===== src/rtl/byte_lane_access_sequencer.sv =====
// Byte-lane access sequencer: maps byte/half/word requests onto four byte-wide
// sub-RAMs. Unaligned accesses that span two words complete in a single RAM
// access because each lane gets its own word index.
module byte_lane_access_sequencer #(
  parameter int ADDR_W = 18,
  parameter int RD_LAT = 1
) (
  input  logic                    clk,
  input  logic                    rst,
  input  logic                    req_valid,
  output logic                    req_ready,
  input  logic                    req_we,
  input  logic [1:0]              req_size,
  input  logic [ADDR_W-1:0]       req_addr,
  input  logic [31:0]             req_wdata,
  output logic [4*(ADDR_W-2)-1:0] ram_addr,
  output logic [3:0]              ram_we,
  output logic [31:0]             ram_wdata,
  input  logic [31:0]             ram_rdata,
  output logic                    rsp_valid,
  input  logic                    rsp_ready,
  output logic [31:0]             rsp_rdata,
  output logic                    rsp_err
);

  localparam int WW    = ADDR_W - 2;
  localparam int CNT_W = (RD_LAT < 2) ? 1 : $clog2(RD_LAT);

  typedef enum logic [1:0] {
    IDLE  = 2'd0,
    ISSUE = 2'd1,
    WAIT  = 2'd2,
    RESP  = 2'd3
  } state_t;

  // Rotate a 4-bit lane mask left: result[j] = v[(j-s)%4].
  function automatic logic [3:0] rotl4(input logic [3:0] v, input logic [1:0] s);
    logic [7:0] d;
    d = {v, v} << s;
    return d[7:4];
  endfunction

  // Rotate bytes left: lane j receives request byte (j-s)%4.
  function automatic logic [31:0] rotl32(input logic [31:0] v, input logic [1:0] s);
    logic [63:0] d;
    d = {v, v} << {s, 3'b000};
    return d[63:32];
  endfunction

  // Rotate bytes right: request byte k receives lane (k+s)%4.
  function automatic logic [31:0] rotr32(input logic [31:0] v, input logic [1:0] s);
    logic [63:0] d;
    d = {v, v} >> {s, 3'b000};
    return d[31:0];
  endfunction

  // Expand a 4-bit byte mask to a 32-bit bit mask.
  function automatic logic [31:0] byte_expand(input logic [3:0] m);
    return {{8{m[3]}}, {8{m[2]}}, {8{m[1]}}, {8{m[0]}}};
  endfunction

  state_t           state, state_next;
  logic [1:0]       sh_r;
  logic [3:0]       mask_r;
  logic             we_r;
  logic [CNT_W-1:0] cnt_r;
  logic             first_r;
  logic [31:0]      hold_r;

  logic             acc_s;
  logic [1:0]       sh_s;
  logic [WW-1:0]    w_s;
  logic [3:0]       mask_s;
  logic [3:0]       lane_en_s;
  logic [3:0]       lo_lanes_s;
  logic             err_s;
  logic [4*WW-1:0]  lane_addr_s;
  logic [31:0]      lane_wdata_s;
  logic [31:0]      rd_fmt_s;

  // Decode the incoming request: lane enables, per-lane addresses, error check.
  always_comb begin
    acc_s        = (state == IDLE) && req_valid;
    sh_s         = req_addr[1:0];
    w_s          = req_addr[ADDR_W-1:2];
    case (req_size)
      2'b00:   mask_s = 4'b0001;
      2'b01:   mask_s = 4'b0011;
      2'b10:   mask_s = 4'b1111;
      default: mask_s = 4'b0000;
    endcase
    lane_en_s    = rotl4(mask_s, sh_s);
    lo_lanes_s   = (4'd1 << sh_s) - 4'd1;
    err_s        = (req_size == 2'b11) || ((&w_s) && (|(lane_en_s & lo_lanes_s)));
    lane_wdata_s = rotl32(req_wdata, sh_s);
    lane_addr_s  = '0;
    for (int j = 0; j < 4; j++) begin
      if (2'(j) < sh_s) begin
        lane_addr_s[j*WW +: WW] = w_s + WW'(1);
      end else begin
        lane_addr_s[j*WW +: WW] = w_s;
      end
    end
  end

  // Lane-ordered read data back into request order, unused bytes zeroed.
  always_comb begin
    rd_fmt_s = rotr32(ram_rdata, sh_r) & byte_expand(mask_r);
  end

  // Read data passes through on the first response cycle, then comes from the hold register.
  always_comb begin
    if (first_r) begin
      rsp_rdata = rd_fmt_s;
    end else begin
      rsp_rdata = hold_r;
    end
  end

  // State register.
  always_ff @(posedge clk or posedge rst) begin
    if (rst) begin
      state <= IDLE;
    end else begin
      state <= state_next;
    end
  end

  // Next-state logic.
  always_comb begin
    state_next = state;
    case (state)
      IDLE: begin
        if (acc_s) begin
          if (err_s) begin
            state_next = RESP;
          end else begin
            state_next = ISSUE;
          end
        end else begin
          state_next = IDLE;
        end
      end
      ISSUE: begin
        if (we_r || (RD_LAT == 1)) begin
          state_next = RESP;
        end else begin
          state_next = WAIT;
        end
      end
      WAIT: begin
        if (cnt_r == CNT_W'(1)) begin
          state_next = RESP;
        end else begin
          state_next = WAIT;
        end
      end
      RESP: begin
        if (rsp_ready) begin
          state_next = IDLE;
        end else begin
          state_next = RESP;
        end
      end
      default: state_next = IDLE;
    endcase
  end

  // Request capture, registered RAM drive, wait counter and response registers.
  always_ff @(posedge clk or posedge rst) begin
    if (rst) begin
      req_ready <= 1'b1;
      rsp_valid <= 1'b0;
      rsp_err   <= 1'b0;
      ram_we    <= 4'b0000;
      ram_addr  <= '0;
      ram_wdata <= 32'h0000_0000;
      sh_r      <= 2'b00;
      mask_r    <= 4'b0000;
      we_r      <= 1'b0;
      cnt_r     <= '0;
      first_r   <= 1'b0;
      hold_r    <= 32'h0000_0000;
    end else begin
      req_ready <= (state_next == IDLE);
      rsp_valid <= (state_next == RESP);
      first_r   <= (state_next == RESP) && ((state == ISSUE) || (state == WAIT)) && !we_r;
      ram_we    <= 4'b0000;

      if (acc_s) begin
        sh_r    <= sh_s;
        mask_r  <= mask_s;
        we_r    <= req_we;
        rsp_err <= err_s;
        hold_r  <= 32'h0000_0000;
        if (!err_s) begin
          ram_addr  <= lane_addr_s;
          ram_wdata <= lane_wdata_s;
          ram_we    <= req_we ? lane_en_s : 4'b0000;
        end
      end

      if (state == ISSUE) begin
        cnt_r <= CNT_W'(RD_LAT - 1);
      end else if (state == WAIT) begin
        cnt_r <= cnt_r - CNT_W'(1);
      end

      if (first_r) begin
        hold_r <= rd_fmt_s;
      end

      if ((state == RESP) && rsp_ready) begin
        rsp_err <= 1'b0;
        hold_r  <= 32'h0000_0000;
      end
    end
  end

endmodule

===== config.mk =====
export PLATFORM = sky130hd
export DESIGN_NAME = byte_lane_access_sequencer
export DESIGN_NICKNAME = d
export VERILOG_FILES = /design/src/rtl/byte_lane_access_sequencer.sv
export SDC_FILE = /design/constraint.sdc
export NUM_CORES = 1
export LEC_CHECK = 0
export BUFFER_PORTS_ARGS = -buffer_cell sky130_fd_sc_hd__buf_2
export CAP_MARGIN = 25
export CORE_MARGIN = 4
export CORE_UTILIZATION = 48
export CTS_BUF_LIST = sky130_fd_sc_hd__clkbuf_16
export CTS_CLUSTER_SIZE = 12
export DETAILED_ROUTE_END_ITERATION = 16
export GPL_ROUTABILITY_DRIVEN = 0
export PLACE_DENSITY = 0.74
export SLEW_MARGIN = 30
export SYNTH_ARGS = -nofsm -noshare
export SYNTH_HDL_FRONTEND = slang
export SYNTH_SLANG_ARGS = --single-unit
export TNS_END_PERCENT = 1

===== constraint.sdc =====
create_clock -name clk -period 12.2 [get_ports clk]
set_clock_uncertainty 0.05 [all_clocks]
set_input_delay 3.05 -clock clk [delete_from_list [all_inputs] [get_ports clk]]
set_output_delay 3.05 -clock clk [all_outputs]
set_load 0.01 [all_outputs]

# After elaboration in Yosys (flattened, before gate mapping)
# Cells that the tools add are included.
[totals]
reg_bits = 146
in_bits = 89
wordCells = 72
[op_classes]
n_addsub = 3
order_cmp = 4
n_eq_ne = 7
shifts = 4
mux = 21
bitwise = 3
reduce_logical = 17
[op_table]
columns = ["cell", "n"]
rows = [
  ["32-bit 2-to-1 mux", 4],
  ["16-bit 2-to-1 mux", 4],
  ["64-bit by 5-bit left shift with 64-bit output", 1],
  ["64-bit by 5-bit right shift with 32-bit output", 1],
  ["32-bit AND", 1],
  ["16-bit by 1-bit adder with 16-bit output, second input constant", 1],
  ["16-bit AND reduction", 1],
  ["4-bit 2-to-1 mux", 3],
  ["4-bit one-hot mux with 3 select lines", 1],
  ["2-bit == test, second input constant", 5],
  ["2-bit one-hot mux with 4 select lines", 1],
  ["8-bit by 2-bit left shift with 8-bit output", 1],
  ["2-bit logical NOT", 3],
  ["2-bit 2-to-1 mux", 3],
  ["1-bit logical AND", 5],
  ["1-bit 2-to-1 mux", 5],
  ["4-bit AND", 1],
  ["2-bit by 1-bit == test with 1-bit output, second input constant", 2],
  ["1-bit by 2-bit less-than comparator with 1-bit output, first input constant", 2],
  ["2-bit less-than comparator, first input constant", 2],
  ["2-bit nonzero test", 2],
  ["4-bit OR reduction", 1],
  ["1-bit by 2-bit left shift with 4-bit output, first input constant", 1],
  ["4-bit by 1-bit subtractor with 4-bit output, second input constant", 1],
  ["other kinds (6)", 7],
]

# Logic depth before layout (Yosys ltp)
[depth]
ltp_word = 13
ltp_mapped = 9

# Worst setup path after synthesis
# No wires, ideal clock.
[synth_timing]
path_kind = "input -> output"
start = "in ram_rdata[8]"
end = "out rsp_rdata[16]"
t_arrival_ns = 3.713
required_ns = 9.100
slack_ns = 5.387
stages = 3
path_cell_list = "mux4_2 -> nand2_1 -> o21ai_0"
[synth_via]
elab_chain_cells = 3
[synth_rtl]
columns = ["item", "line", "text"]
rows = [
  ["from (decl)", "19", "input logic [31:0] ram_rdata,"],
  ["64-bit by 5-bit right shift with 32-bit output", "53", "d = {v, v} >> {s, 3'b000};"],
  ["32-bit AND", "108", "rd_fmt_s = rotr32(ram_rdata, sh_r) & byte_expand(mask_r);"],
  ["32-bit 2-to-1 mux", "113", "if (first_r) begin"],
  ["to (decl)", "22", "output logic [31:0] rsp_rdata,"],
]
# No other way between the ends.

# Final worst setup path
[layout_timing]
start = "in ram_rdata[15]"
end = "out rsp_rdata[23]"
# Same word-level chain as after synthesis.

==> impl_metrics.ini <==
[synthesis]
ys.flop_type = dfrtp_1
async_reset_ff_share_pct = 100
synth_edf_count = 0
netlist_instances = 750
synth-xor-area-share_pct = 4.52
yosys.area_share.adder_pct = 1.47
yosysWarnings = 0
yosysSeqAreaShare_pct = 42.5
syn_area_per_cell_um2 = 11.4
synthSimpleGateAreaFrac_pct = 8.40
synth_compound_area_share_pct = 5.92
syn_area_um2 = 8530
synth_top_family_by_area = multiplexers
synth_seq_cells = 145
ys_types = 47
synth_top_area_share_pct = 42.2
synth_area_leaders = dfrtp_1 42%, mux4_2 8.4%, mux2_2 8.3%
synthMuxAreaShare_pct = 31.1
synth_nets = 849
yosysTopAreaCell = dfrtp_1

[clock_tree]
numCtsBuffers = 17
cts_resized = 0
cts_setup_buffers = 0
clockRootBuffer = clkbuf_16
ctsHoldBuffers = 0
cts_tree = yes
h-tree-depth = 4
clock_latency_ns = 0.42
clock-sinks = 145
cts.path.max_buffers = 2
clkTransAtPathRegs_ns = 0.06

[die]
die_area_um2 = 20000
die_w_um = 141
num_rows = 48
initial_core_util_pct = 49.2
io_pins = 224
die_y_um = 141
coreArea_um2 = 17400

[critical_path]
cp_slowest_cell = mux4_2
critPathKind = in2out
cp.required_ns = 9.10
crit_path_max_fanout = 4
reg2reg_depth = 7
crit_chain = buf_2 -> mux4_2 -> nand2_1 -> o21ai_0 -> buf_2
critPathLaunch = ram_rdata[15]
worstSetupStartpointType = input pin
crit_path_max_incr_delay_ns = 0.49
end_kind = output pin
critPathMostFrequentCell = buf_2
timing.rr.end = ram_addr[5]$_DFFE_PP0P_
crit_family = multiplexers
arrival_ns = 4.12
reg2reg_from = state[0]$_DFF_PP0_
reg2reg_slack_ns = 9.41
crit_buf_inv = 2

[timing]
clock.fmax_mhz = 138
tns_ns = 0
setup_violations = 0
slew_violations = 0
timing.final.crit_share_pct = 59.2
slew_headroom_pct = 46.7
hold_slack_ns = 0.439
hold_violations = 0
grt_setup_unrepaired = no
tightestPinTransition_ns = 0.799
period_minus_slack_ns = 7.22

[global_routing]
gr-total-overflow = 0
grt_pass1_vias = 6448
antenna_found_initial = 2
track_usage_pct = 21.2
grt_max_degree = 74
grt_pass1_wl_um = 33900

[power]
total_power_mw = 2.37
peakVddDrop_mv = 0.111
powerDensity_nw_per_um2 = 231
power_leakage_nw = 4.88

[worst_hold_path]
worstHoldPathCells = 2
hp-class = reg2reg
hp-start = mask_r[1]$_DFFE_PP0P_
hold_path_end = mask_r[1]$_DFFE_PP0P_

[cells_and_area]
layout.nets = 1039
drive_gt1_share_pct = 42.2
register_area_um2 = 3630
fillers = 1436
stdcell_area_um2 = 10300
area_growth_syn_to_layout_pct = 20.4
multi_input_area_um2 = 4390
final_util_pct = 59.2
final_cell_mix = 223 x buf_2, 142 x dfrtp_1, 93 x nand2_1, 64 x mux2i_1, 63 x mux2_2
layout_commonest_cell = buf_2

[drt]
drt-initial-drc-count = 339
post-route-drc-count = 0
drtPass1Iterations = 5
drt-total-wl_um = 21100
vias_per_cell = 5.42
drtAntennaViolNets = 0
wl_per_cell_um = 17.9
vias = 6392

[placed_design]
numPortBuffers = 223
dpl-instance-area_um2 = 9640
place_hpwl_um = 14700

[job]
cap_violations = 0

[status]
status = complete, no violations
layout make-up:
type | count | share of cell area (%)
sequential | 145 | 35.4
tap | 225 | 2.74
antenna | 2 | 0.0487
multi-input combinational | 504 | 42.7
clock buffer | 17 | 4.14
clock inverter | 15 | 1.92
timing repair buffer | 230 | 11.4
inverter | 42 | 1.58
sequential cells by signal (all words and copies together), names as in the netlist, 2 cells and up:
register / flops
ram_addr: 64
hold_r: 32
ram_wdata: 32
ram_we: 4
mask_r: 3
sh_r: 2
state: 2
per-stage QoR:
step           std cells  setup slack [ns]
2_1_floorplan        750              5.21
5_1_grt             1180              4.95
6_report            1180              4.98
4_1_cts             1178              4.96
3_3_place_gp        1146              4.97
3_5_place_dp        1146              4.97
per-layer routing:
layer	GRT usage [%]	part of all wire, %	vias to the layer above
met5	0	0	-
met3	4.01	6.0	35
met1	28.9	43	3147
li1	-	-	2999
met4	8.01	2.4	0
met2	33.9	48	211
Yosys cell counts, types with 15 or more instances:
library cell	number
nor2_1	22
a21oi_1	40
xor2_1	18
mux2_4	39
clkbuf_1	18
buf_2	15
xnor2_1	26
mux4_2	32
mux2_2	63
inv_1	41
dfrtp_1	144
mux2i_1	64
o21ai_0	37
nand2_1	93
how the worst max path moves through the flow:
stage          cells past startpoint           endpoint
5_1_grt                            5      rsp_rdata[14]
4_1_cts                            5      rsp_rdata[23]
3_5_place_dp                       5      rsp_rdata[23]
6_report                           5      rsp_rdata[23]
2_1_floorplan                      1  cnt_r$_DFFE_PP0N_
3_3_place_gp                       5      rsp_rdata[23]
power by group:
part	leakage (nW)	internal (mW)	switching, mW	total, mW
Clock	0.307	0.358	0.200	0.557
Sequential	1.79	0.695	0.136	0.832
Combinational	2.78	0.510	0.472	0.982
worst reg2reg max path, delay by kind of cell (launching register included):
family / cells / cell delay [ns]
DFF: 1 / 0.40
muxes: 1 / 0.45
and+or+nand+nor: 2 / 0.72
AOI/OAI and AO/OA: 1 / 0.15
adders and majority gates: 1 / 0.21
buffers and inverters: 2 / 0.71
logic make-up (layout without fill, tap and decap cells):
group           Yosys count  count (layout)
simple gates            162             162
compound gates           90              90
other cells               0               2
fa+ha+maj                10              10
flops                   145             145
buf+inv                 101             304
mux                     198             198
xor+xnor                 44              44
(Power assumes the default switching activity.)
